### config.mk
export PLATFORM = sky130hd
export DESIGN_NAME = alu_operand_issue_flat
export DESIGN_NICKNAME = d
export VERILOG_FILES = /design/src/rtl/alu_pkg.sv /design/src/rtl/alu_operand_issue_if.sv /design/src/rtl/regfile_2r1w.sv /design/src/rtl/alu_operand_issue.sv /design/src/flat_wrapper.sv
export SDC_FILE = /design/constraint.sdc
export NUM_CORES = 2
export LEC_CHECK = 0
export BUFFER_PORTS_ARGS = -buffer_cell sky130_fd_sc_hd__buf_2
export CAP_MARGIN = 10
export CORE_ASPECT_RATIO = 0.75
export CORE_MARGIN = 2
export CORE_UTILIZATION = 45
export CTS_CLUSTER_DIAMETER = 30
export DETAILED_ROUTE_END_ITERATION = 16
export HOLD_SLACK_MARGIN = 0.08
export PLACE_DENSITY = 0.67
export SLEW_MARGIN = 10
export SYNTH_ARGS = -nofsm -noshare
export SYNTH_HDL_FRONTEND = slang
export SYNTH_SLANG_ARGS = --single-unit
### constraint.sdc
create_clock -name clk -period 2.4 [get_ports clk]
set_clock_uncertainty 0.2 [all_clocks]
set_input_delay 0.12 -clock clk [delete_from_list [all_inputs] [get_ports clk]]
set_output_delay 0.12 -clock clk [all_outputs]
set_load 0.05 [all_outputs]
### src/rtl/alu_pkg.sv
// Shared encodings for the EX-stage operand issue block: MIPS opcode/func codes,
// ALU flag bit positions and the destination-register decode.
package alu_pkg;

    localparam int DATA_W_DEF = 32;
    localparam int REG_AW_DEF = 5;

    localparam logic [5:0] OP_RTYPE = 6'b000000;
    localparam logic [5:0] OP_ADDI  = 6'b001000;
    localparam logic [5:0] OP_ADDIU = 6'b001001;
    localparam logic [5:0] OP_ANDI  = 6'b001100;
    localparam logic [5:0] OP_ORI   = 6'b001101;
    localparam logic [5:0] OP_XORI  = 6'b001110;
    localparam logic [5:0] OP_SLTI  = 6'b001010;
    localparam logic [5:0] OP_SLTIU = 6'b001011;
    localparam logic [5:0] OP_LW    = 6'b100011;

    localparam logic [5:0] F_ADD  = 6'b100000;
    localparam logic [5:0] F_ADDU = 6'b100001;
    localparam logic [5:0] F_SUB  = 6'b100010;
    localparam logic [5:0] F_SUBU = 6'b100011;
    localparam logic [5:0] F_AND  = 6'b100100;
    localparam logic [5:0] F_OR   = 6'b100101;
    localparam logic [5:0] F_XOR  = 6'b100110;
    localparam logic [5:0] F_NOR  = 6'b100111;
    localparam logic [5:0] F_SLT  = 6'b101010;
    localparam logic [5:0] F_SLTU = 6'b101011;
    localparam logic [5:0] F_SLL  = 6'b000000;
    localparam logic [5:0] F_SLLV = 6'b000100;
    localparam logic [5:0] F_SRL  = 6'b000010;
    localparam logic [5:0] F_SRLV = 6'b000110;
    localparam logic [5:0] F_SRA  = 6'b000011;
    localparam logic [5:0] F_SRAV = 6'b000111;

    localparam int FLG_OVF  = 0;
    localparam int FLG_NEG  = 1;
    localparam int FLG_ZERO = 2;

    typedef struct packed {
        logic [5:0] op;
        logic [4:0] rs;
        logic [4:0] rt;
        logic [4:0] rd;
        logic [4:0] shamt;
        logic [5:0] func;
    } instr_t;

    // Stores, branches, jumps and unknown encodings write nothing (tag 0).
    function automatic logic [4:0] dest_decode(input instr_t i);
        logic [4:0] d;
        d = '0;
        case (i.op)
            OP_RTYPE: begin
                case (i.func)
                    F_ADD, F_ADDU, F_SUB, F_SUBU, F_AND, F_OR, F_XOR, F_NOR,
                    F_SLT, F_SLTU, F_SLL, F_SLLV, F_SRL, F_SRLV, F_SRA, F_SRAV: d = i.rd;
                    default: d = '0;
                endcase
            end
            OP_ADDI, OP_ADDIU, OP_ANDI, OP_ORI, OP_XORI, OP_SLTI, OP_SLTIU, OP_LW: d = i.rt;
            default: d = '0;
        endcase
        return d;
    endfunction

endpackage

### src/rtl/alu_operand_issue_if.sv
// Bundle of the instruction-in, ID/EX-out, writeback and overflow-exception signals.
// slave is the issue block, master is whatever drives it.
interface alu_operand_issue_if #(
    parameter int DATA_W = 32,
    parameter int REG_AW = 5
);
    logic              in_valid;
    logic              in_ready;
    logic [31:0]       in_instr;
    logic              out_valid;
    logic              out_ready;
    logic [31:0]       out_instr;
    logic [DATA_W-1:0] out_reg_a;
    logic [DATA_W-1:0] out_reg_b;
    logic [REG_AW-1:0] out_dest;
    logic              wb_valid;
    logic [REG_AW-1:0] wb_rd;
    logic [DATA_W-1:0] wb_result;
    logic [2:0]        wb_flags;
    logic              ovf_exc;
    logic [REG_AW-1:0] ovf_rd;

    modport slave (
        input  in_valid, in_instr, out_ready, wb_valid, wb_rd, wb_result, wb_flags,
        output in_ready, out_valid, out_instr, out_reg_a, out_reg_b, out_dest, ovf_exc, ovf_rd
    );

    modport master (
        output in_valid, in_instr, out_ready, wb_valid, wb_rd, wb_result, wb_flags,
        input  in_ready, out_valid, out_instr, out_reg_a, out_reg_b, out_dest, ovf_exc, ovf_rd
    );
endinterface

### src/rtl/regfile_2r1w.sv
// Register file with two asynchronous read ports and one synchronous write port.
// r0 reads as zero; a same-cycle write is bypassed onto matching reads.
module regfile_2r1w #(
    parameter int DATA_W = 32,
    parameter int REG_AW = 5
) (
    input  logic              clk,
    input  logic              rst_n,
    input  logic              we,
    input  logic [REG_AW-1:0] waddr,
    input  logic [DATA_W-1:0] wdata,
    input  logic [REG_AW-1:0] raddr_a,
    output logic [DATA_W-1:0] rdata_a,
    input  logic [REG_AW-1:0] raddr_b,
    output logic [DATA_W-1:0] rdata_b
);
    localparam int NREG = 2 ** REG_AW;

    logic [DATA_W-1:0] mem_q [NREG];
    logic [DATA_W-1:0] mem_d [NREG];

    function automatic logic [DATA_W-1:0] read_port(input logic [REG_AW-1:0] addr);
        if (addr == '0)                    return '0;
        else if (we && waddr == addr)      return wdata;
        else                               return mem_q[addr];
    endfunction

    // NOTE: every always_comb output gets a default first so no path leaves it unassigned (no latch).
    always_comb begin
        mem_d = mem_q;
        if (we && waddr != '0) mem_d[waddr] = wdata;
    end

    assign rdata_a = read_port(raddr_a);
    assign rdata_b = read_port(raddr_b);

    // NOTE: the array is built from flops, not a RAM macro, so it can be cleared by the async reset.
    // NOTE: sequential state uses <= so all flops update together from pre-edge values.
    always_ff @(posedge clk or negedge rst_n) begin
        if (!rst_n) begin
            for (int i = 0; i < NREG; i++) mem_q[i] <= '0;
        end else begin
            mem_q <= mem_d;
        end
    end

endmodule

### src/rtl/alu_operand_issue.sv
// EX-stage front end: reads operands with writeback forwarding, tracks pending writes
// to stall RAW/WAW hazards, and registers the issued instruction into the ID/EX register.
module alu_operand_issue
    import alu_pkg::*;
#(
    parameter int DATA_W = DATA_W_DEF,
    parameter int REG_AW = REG_AW_DEF
) (
    input logic               clk,
    input logic               rst_n,
    alu_operand_issue_if.slave bus
);
    localparam int NREG = 2 ** REG_AW;
    localparam logic [NREG-1:0] ONE = {{(NREG-1){1'b0}}, 1'b1};

    instr_t            in_i;
    logic [REG_AW-1:0] rs, rt, dest;
    logic [DATA_W-1:0] rs_val, rt_val;
    logic              wb_ovf, wb_we;
    logic [NREG-1:0]   clr_mask, set_mask, pend_eff;
    logic              hazard, in_ready, accept;

    logic [NREG-1:0]   pending_q, pending_d;
    logic              out_valid_q, out_valid_d;
    logic [31:0]       out_instr_q, out_instr_d;
    logic [DATA_W-1:0] out_reg_a_q, out_reg_a_d;
    logic [DATA_W-1:0] out_reg_b_q, out_reg_b_d;
    logic [REG_AW-1:0] out_dest_q, out_dest_d;
    logic              ovf_exc_q, ovf_exc_d;
    logic [REG_AW-1:0] ovf_rd_q, ovf_rd_d;

    assign in_i   = instr_t'(bus.in_instr);
    assign rs     = in_i.rs;
    assign rt     = in_i.rt;
    assign dest   = dest_decode(in_i);
    assign wb_ovf = bus.wb_flags[FLG_OVF];
    // An overflowed result never reaches the file, so it is not forwarded either.
    assign wb_we  = bus.wb_valid && !wb_ovf && (bus.wb_rd != '0);

    regfile_2r1w #(.DATA_W(DATA_W), .REG_AW(REG_AW)) u_rf (
        .clk     (clk),
        .rst_n   (rst_n),
        .we      (wb_we),
        .waddr   (bus.wb_rd),
        .wdata   (bus.wb_result),
        .raddr_a (rs),
        .rdata_a (rs_val),
        .raddr_b (rt),
        .rdata_b (rt_val)
    );

    always_comb begin
        clr_mask = bus.wb_valid ? (ONE << bus.wb_rd) : '0;
        pend_eff = pending_q & ~clr_mask;
        hazard   = pend_eff[rs] || pend_eff[rt] || ((dest != '0) && pend_eff[dest]);
        in_ready = (!out_valid_q || bus.out_ready) && !hazard;
        accept   = bus.in_valid && in_ready;
        set_mask = (accept && dest != '0) ? (ONE << dest) : '0;
        pending_d = ((pending_q & ~clr_mask) | set_mask) & ~ONE;

        out_valid_d = out_valid_q;
        out_instr_d = out_instr_q;
        out_reg_a_d = out_reg_a_q;
        out_reg_b_d = out_reg_b_q;
        out_dest_d  = out_dest_q;
        if (accept) begin
            out_valid_d = 1'b1;
            out_instr_d = bus.in_instr;
            out_reg_a_d = rs_val;
            out_reg_b_d = rt_val;
            out_dest_d  = dest;
        end else if (bus.out_ready) begin
            out_valid_d = 1'b0;
        end

        ovf_exc_d = bus.wb_valid && wb_ovf;
        ovf_rd_d  = ovf_exc_d ? bus.wb_rd : ovf_rd_q;
    end

    always_ff @(posedge clk or negedge rst_n) begin
        if (!rst_n) begin
            pending_q   <= '0;
            out_valid_q <= 1'b0;
            out_instr_q <= '0;
            out_reg_a_q <= '0;
            out_reg_b_q <= '0;
            out_dest_q  <= '0;
            ovf_exc_q   <= 1'b0;
            ovf_rd_q    <= '0;
        end else begin
            pending_q   <= pending_d;
            out_valid_q <= out_valid_d;
            out_instr_q <= out_instr_d;
            out_reg_a_q <= out_reg_a_d;
            out_reg_b_q <= out_reg_b_d;
            out_dest_q  <= out_dest_d;
            ovf_exc_q   <= ovf_exc_d;
            ovf_rd_q    <= ovf_rd_d;
        end
    end

    assign bus.in_ready  = in_ready;
    assign bus.out_valid = out_valid_q;
    assign bus.out_instr = out_instr_q;
    assign bus.out_reg_a = out_reg_a_q;
    assign bus.out_reg_b = out_reg_b_q;
    assign bus.out_dest  = out_dest_q;
    assign bus.ovf_exc   = ovf_exc_q;
    assign bus.ovf_rd    = ovf_rd_q;

endmodule

### src/flat_wrapper.sv
// flat-port wrapper written by rule: the top's interface ports become plain ports
module alu_operand_issue_flat import alu_pkg::*;
#(
    parameter int DATA_W = DATA_W_DEF,
    parameter int REG_AW = REG_AW_DEF
)
  (clk, rst_n, bus_in_valid, bus_in_instr, bus_out_ready, bus_wb_valid, bus_wb_rd, bus_wb_result, bus_wb_flags, bus_in_ready, bus_out_valid, bus_out_instr, bus_out_reg_a, bus_out_reg_b, bus_out_dest, bus_ovf_exc, bus_ovf_rd);
  alu_operand_issue_if #(.DATA_W(DATA_W), .REG_AW(REG_AW)) bus_i ();
  input logic clk;
  input logic rst_n;
  input wire logic [$bits(bus_i.in_valid)-1:0] bus_in_valid;
  input wire logic [$bits(bus_i.in_instr)-1:0] bus_in_instr;
  input wire logic [$bits(bus_i.out_ready)-1:0] bus_out_ready;
  input wire logic [$bits(bus_i.wb_valid)-1:0] bus_wb_valid;
  input wire logic [$bits(bus_i.wb_rd)-1:0] bus_wb_rd;
  input wire logic [$bits(bus_i.wb_result)-1:0] bus_wb_result;
  input wire logic [$bits(bus_i.wb_flags)-1:0] bus_wb_flags;
  output wire logic [$bits(bus_i.in_ready)-1:0] bus_in_ready;
  output wire logic [$bits(bus_i.out_valid)-1:0] bus_out_valid;
  output wire logic [$bits(bus_i.out_instr)-1:0] bus_out_instr;
  output wire logic [$bits(bus_i.out_reg_a)-1:0] bus_out_reg_a;
  output wire logic [$bits(bus_i.out_reg_b)-1:0] bus_out_reg_b;
  output wire logic [$bits(bus_i.out_dest)-1:0] bus_out_dest;
  output wire logic [$bits(bus_i.ovf_exc)-1:0] bus_ovf_exc;
  output wire logic [$bits(bus_i.ovf_rd)-1:0] bus_ovf_rd;
  assign bus_i.in_valid = bus_in_valid;
  assign bus_i.in_instr = bus_in_instr;
  assign bus_i.out_ready = bus_out_ready;
  assign bus_i.wb_valid = bus_wb_valid;
  assign bus_i.wb_rd = bus_wb_rd;
  assign bus_i.wb_result = bus_wb_result;
  assign bus_i.wb_flags = bus_wb_flags;
  assign bus_in_ready = bus_i.in_ready;
  assign bus_out_valid = bus_i.out_valid;
  assign bus_out_instr = bus_i.out_instr;
  assign bus_out_reg_a = bus_i.out_reg_a;
  assign bus_out_reg_b = bus_i.out_reg_b;
  assign bus_out_dest = bus_i.out_dest;
  assign bus_ovf_exc = bus_i.ovf_exc;
  assign bus_ovf_rd = bus_i.ovf_rd;
  alu_operand_issue #(.DATA_W(DATA_W), .REG_AW(REG_AW)) u_core (.clk(clk), .rst_n(rst_n), .bus(bus_i));
endmodule
-- After elaboration in Yosys (flattened, before gate mapping)
Cells that the tools add are included.
- order comparisons: 7
- equality and inequality tests: 25
- shift operators: 2
- mux-type cells: 25
- bitwise gates (word level): 6
- reductions and logical operators: 26
- operators by type and width (kind ; count):
    $bwmux W1024 ; 1
    $mux W32 ; 11
    $bmux W32 S5 ; 2
    $demux W32 S5 ; 1
    $eq A6 B6 Y1 const B ; 11
    $shl A1 B5 Y32 const A ; 2
    $eq A6 B4 Y1 const B ; 7
    $and A32 B32 Y32 ; 1
    $not A32 Y32 ; 1
    $or A32 B32 Y32 ; 1
    $eq A6 B3 Y1 const B ; 3
    $ge A6 B6 Y1 const B ; 3
    $lt A5 B6 Y1 const B ; 3
    $not A5 Y6 ; 3
    $reduce_or A16 Y1 ; 1
    $bmux W1 S5 ; 3
    $eq A6 B2 Y1 const B ; 2
    $logic_not A6 Y1 ; 2
    $logic_and A1 B1 Y1 ; 11
    $eq A5 B5 Y1 ; 2
    $logic_not A5 Y1 ; 2
    $pmux W5 S2 ; 1
    $reduce_bool A5 Y1 ; 2
    $reduce_or A8 Y1 ; 1
    6 further kinds ; 14
- flip-flop bits (word level): 1163
- input bits: 77
- output and inout bits: 109
- word-level logic and storage cells: 131

-- Logic depth before layout (Yosys ltp)
- word-level depth: 14
- depth in mapped cells: 13

-- Cells and area by module
From an unflattened synthesis, not the netlist that was laid out.
- cells, all modules: 4407
- area, all modules: 62314.8 µm²
- modules (own cells, without submodules) (module ; times used ; cells each ; area an instance (µm²) ; seq. area each (µm²)):
    regfile_2r1w ; 1 ; 3882 ; 55459.4 ; 25624.6
    alu_operand_issue ; 1 ; 525 ; 6855.3 ; 3478.3

-- Least setup slack after synthesis
Ideal clock, no wire load.
- path type: in2reg
- from: input bus_in_instr[29]
- to: register u_core.out_dest_q[0] (netlist: u_core.bus.out_dest[0])
- setup time: 0.125 ns
- data arrival time: 2.982 ns
- data required time: 2.075 ns
- path slack: -0.907 ns
- cell stages on the path: 10
- buffers on the path: 2
- cell sequence: or4_4 -> nor4_4 -> nand4_1 -> nand2_2 -> mux4_2 -> a2111oi_4 -> nand2_1 -> buf_6 -> buf_6 -> mux2_4
- cells in the longest elaborated chain, start to end: 10
- elaborated cells on any way between the ends: 19
- ends and longest elaborated chain (what ; RTL line ; RTL):
    from (decl) ; flat_wrapper.sv:12 ; input wire logic [$bits(bus_i.in_instr)-1:0] bus_in_instr;
    $eq A6 B4 Y1 / $eq A6 B6 Y1 (equally long branches) ; alu_pkg.sv:52 ; case (i.op)
    $reduce_or A8 Y1 ; alu_pkg.sv:52 ;
    $pmux W5 S2 * ; alu_pkg.sv:52 ;
    $bmux W1 S5 ; alu_operand_issue.sv:55 ; hazard = pend_eff[rs] || pend_eff[rt] || ((dest != '0) && pend_eff[dest]);
    $mux W1 (not written as such) ; alu_operand_issue.sv:55 ;
    $logic_and A1 B1 Y1 ; alu_operand_issue.sv:55 ;
    $logic_or A1 B1 Y1 ; alu_operand_issue.sv:55 ;
    $logic_not A1 Y1 ; alu_operand_issue.sv:56 ; in_ready = (!out_valid_q || bus.out_ready) && !hazard;
    $logic_and A1 B1 Y1 ; alu_operand_issue.sv:56 ;
    $logic_and A1 B1 Y1 ; alu_operand_issue.sv:57 ; accept = bus.in_valid && in_ready;
    to (signal assigned) ; alu_operand_issue.sv:96 ; out_dest_q <= out_dest_d;
    to (decl) ; alu_operand_issue.sv:28 ; logic [REG_AW-1:0] out_dest_q, out_dest_d;
Mark *: on every way between the ends. The rest lies on a longest branch, timed or not. The select of a mux whose other input is x is not followed.
A chain may end at the register's enable or synchronous reset.

-- Worst setup path in the final report
- from: register u_core.pending_q[31]
- to: output bus_in_ready
- cells in the longest elaborated chain, start to end: 7
- elaborated cells on any way between the ends: 12
- ends and longest elaborated chain (what ; RTL line ; RTL):
    from (decl) ; alu_operand_issue.sv:23 ; logic [NREG-1:0] pending_q, pending_d;
    from (signal assigned) ; alu_operand_issue.sv:91 ; pending_q <= pending_d;
    $and A32 B32 Y32 * ; alu_operand_issue.sv:54 ; pend_eff = pending_q & ~clr_mask;
    $bmux W1 S5 ; alu_operand_issue.sv:55 ;
    $mux W1 (not written as such) ; alu_operand_issue.sv:55 ;
    $logic_or A1 B1 Y1 / $logic_and A1 B1 Y1 (equally long branches) ; alu_operand_issue.sv:55 ;
    $logic_or A1 B1 Y1 * ; alu_operand_issue.sv:55 ;
    $logic_not A1 Y1 * ; alu_operand_issue.sv:56 ;
    $logic_and A1 B1 Y1 * ; alu_operand_issue.sv:56 ;
    to (decl) ; flat_wrapper.sv:18 ; output wire logic [$bits(bus_i.in_ready)-1:0] bus_in_ready;
Marked as above.

==> run_results.csv <==
group,metric,value,unit
run_status,outcome,"finished with violations",
run_status,violations,"negative hold slack, negative setup slack",
pwr,vdd_drop_max,0.782,mV
yosys,async_flop_share,1.00,
sta,worst_pin_slew,0.812,ns
final_layout,final_layout_size_suffix_gt1_frac,0.624,
cts,cts_made_buffers,210,
final_layout,seq_area,29100,um2
setup_path,setup.worst_path.start_class,"register",
global_route,grt.total_usage,0.288,
yosys,ys.flop_type,"dfrtp_1",
cts,clock_latency,0.85,ns
place,dp_hpwl,122,mm
setup_path,path_cells,"mux2i_2 -> nor3_2 -> mux2_4 -> o32ai_2 -> a22o_1 -> o32ai_4 -> nor4_4 -> buf_4 -> and3_4 -> buf_12",
yosys,syn_area,61500,um2
yosys,synth_area_leaders,"dfrtp_1, mux4_2, mux2_2",
die,die_y,324,um
setup_path,r2r_end,"u_core.bus.out_reg_a[7]",
place,place.port_buffers,183,
setup_path,critPathKind,"register to output port",
cts,cts.hold.buffers_added,150,
cts,cts_sinks,1163,
global_route,grt_max_degree,115,
min_path,whs_path_depth,6,
die,die_w,431,um
detailed_routing,wire_per_inst,30.9,um
final_layout,area_growth,28.2,%
setup_path,crit_start,"u_core.pending_q[31]",
setup_path,critPathMaxStageDelay,0.41,ns
yosys,synth_top_area_share,0.473,
detailed_routing,vias_per_cell,6.38,
cts,ctsRootBufferMaster,"clkbuf_16",
yosys,synth_nets,3941,
final_layout,finalNetCount,4564,
job,max_cap_viol_count,0,
yosys,yosysUniqueCellTypes,63,
setup_path,cp.arrival,3.23,ns
detailed_routing,drt_iter0_drc,4345,
sta,fin_ws,-1.15,ns
global_route,grt_pass1_wl,294,mm
sta,min_period,3.55,ns
cts,clk_transition_reported_paths,0.05,ns
die,io_pins,186,
final_layout,fillers,10200,
final_layout,multi_input_area,31400,um2
yosys,ys.warnings.count,0,
yosys,synth-edff-count,0,
detailed_routing,ant_nets,0,
cts,clk_path_buf_depth,3,
pwr,power_density,869,nW/um2
setup_path,critPathCapture,"bus_in_ready",
detailed_routing,drcViolationCount,0,
setup_path,cp_slowest_cell,"dfrtp_1",
place,place_area,68700,um2
sta,worst_hold_slack,-0.200,ns
global_route,first_global_vias,42600,
sta,hold_violations,15,
global_route,antenna_found_initial,3,
pwr,p_leak,35.6,nW
yosys,syn_inst,3864,
cts,ctsHtreeMaxLevel,4,
detailed_routing,routed_wl,199,mm
detailed_routing,num_vias,41200,
min_path,worstHoldPathType,"input pin to register",
yosys,yosysSeqAreaShare,0.473,
yosys,post_synth.cell_area_avg,15.9,um2
setup_path,end_kind,"output port",
place,post-place-ws,-1.28,ns
sta,finalSetupViolCount,135,
place,gp_congestion,0.918,
yosys,ys_seq_elements,1163,
yosys,synth_largest_area_cell,"dfrtp_1",
die,design.die.area,140000,um2
die,start_util,0.453,
sta,timing.slew.headroom,0.456,
setup_path,r2r_start,"u_core.pending_q[31]",
setup_path,crit_path_max_fanout,2,
setup_path,required,2.08,ns
detailed_routing,first_pass_iters,5,
cts,cts_tree,"done",
sta,timing.final.crit_share,1.48,
sta,maxSlewViolCount,0,
die,rows,117,
sta,finalSetupTns,-97.22,ns
sta,max_freq,0.281,GHz
final_layout,final_area,78900,um2
die,core,136000,um2
global_route,overflow,0,
sta,rsz0062_at_grt,"yes",
setup_path,reg2reg_slack,-0.89,ns
setup_path,ff2ff_path_depth,13,
## state kept, by name, summed over array words and instances, names as in the netlist
register              count
u_core.bus.ovf_rd         5
u_core.pending_q         31
u_core.bus.out_reg_a     32
u_core.u_rf.mem_q      1024
u_core.bus.out_valid      1
u_core.bus.ovf_exc        1
u_core.bus.out_instr     32
u_core.bus.out_dest       5
u_core.bus.out_reg_b     32
## stage by stage
step	power [mW]	utilization	instances
2_1_floorplan	32.6	-	3864
6_report	68.6	0.581	6457
5_1_grt	70.9	0.581	6456
4_1_cts	68.8	0.581	6453
3_5_place_dp	36.6	0.506	5878
3_3_place_gp	36.2	0.506	5878
## what timing repair did
item / 4_1_cts / 5_1_grt
pin swaps: 16 / 19
endpoints found under the setup margin: 134 / 137
resized for setup: 88 / 52
hold endpoints to repair: 2294 / 15
gates cloned: 12 / 0
setup buffers: 17 / 18
## layer usage
metal	wire length, um	track usage	vias to the layer above
met4	7180	0.108	2
li1	-	-	16500
met3	17600	0.0711	451
met2	91400	0.437	1929
met1	83200	0.403	22400
met5	12	0	-
## logic make-up after synthesis
logic type | after synthesis | share of synthesized area
and+or+nand+nor | 237 | 0.0185
AOI/OAI and AO/OA | 194 | 0.0234
buffers and inverters | 436 | 0.0281
DFF | 1163 | 0.473
muxes | 1824 | 0.456
xor gates and xnor gates | 10 | 0.00142
## critical path: cells and delay by family, from the launching register on
| kind | cells | cell delay [ns] |
|---|---|---|
| AO/OA/AOI/OAI | 3 | 0.59 |
| buffers and inverters | 2 | 0.31 |
| flip-flops | 1 | 0.41 |
| multiplexers | 2 | 0.55 |
| AND/OR/NAND/NOR | 3 | 0.52 |
## layout make-up
cell class                 count  share of cell area
sequential                  1163               0.369
clock inverter               142              0.0250
antenna                        1           0.0000317
timing repair buffer         838               0.107
tap                         1785              0.0283
clock buffer                 254              0.0718
multi-input combinational   2265               0.399
inverter                       9            0.000523
## report_power, final
part / total (mW) / internal (mW) / switching [mW]
logic: 12.6 / 6.55 / 6.06
clock network: 31.6 / 20.5 / 11.2
registers: 24.3 / 22.4 / 1.94
## worst min-delay path by stage
stage | from | to | slack (ns)
after floorplan | rst_n | u_core.bus.out_dest[0] | -0.38
after global placement | rst_n | u_core.u_rf.mem_q[818] | -0.14
after detailed placement | rst_n | u_core.u_rf.mem_q[850] | -0.14
after CTS | bus_in_instr[20] | u_core.pending_q[7] | -0.20
after global routing | bus_in_instr[20] | u_core.pending_q[7] | -0.19
final | bus_in_instr[20] | u_core.pending_q[9] | -0.20
## placed cells by master, fill, tap and decap left out, types with 71 or more instances in the layout
master	n
buf_2	173
nor2_1	75
mux4_2	647
dlygate4sd3_1	146
buf_12	159
clkbuf_16	212
mux2_4	84
buf_4	336
dfrtp_1	1163
mux2i_1	71
mux2_2	1019
## Yosys cell counts, drive strengths merged, types with 3 or more instances
library cell and instances:
a211oi 71, a21boi 4, a21oi 15, a22o 4, a22oi 4, and2 6, and3 5, buf 136
clkbuf 291, dfrtp 1163, inv 7, mux2 1104, mux2i 73, mux4 647, nand2 59, nand2b 6
nand3 16, nand4 5, nand4b 3, nor2 91, nor2b 10, nor3 16, o2111ai 6, o211ai 10
o21ai 32, o31ai 23, o41ai 6, or2 5, or3 3, xnor2 4, xor2 6
(Power assumes the default switching activity.)
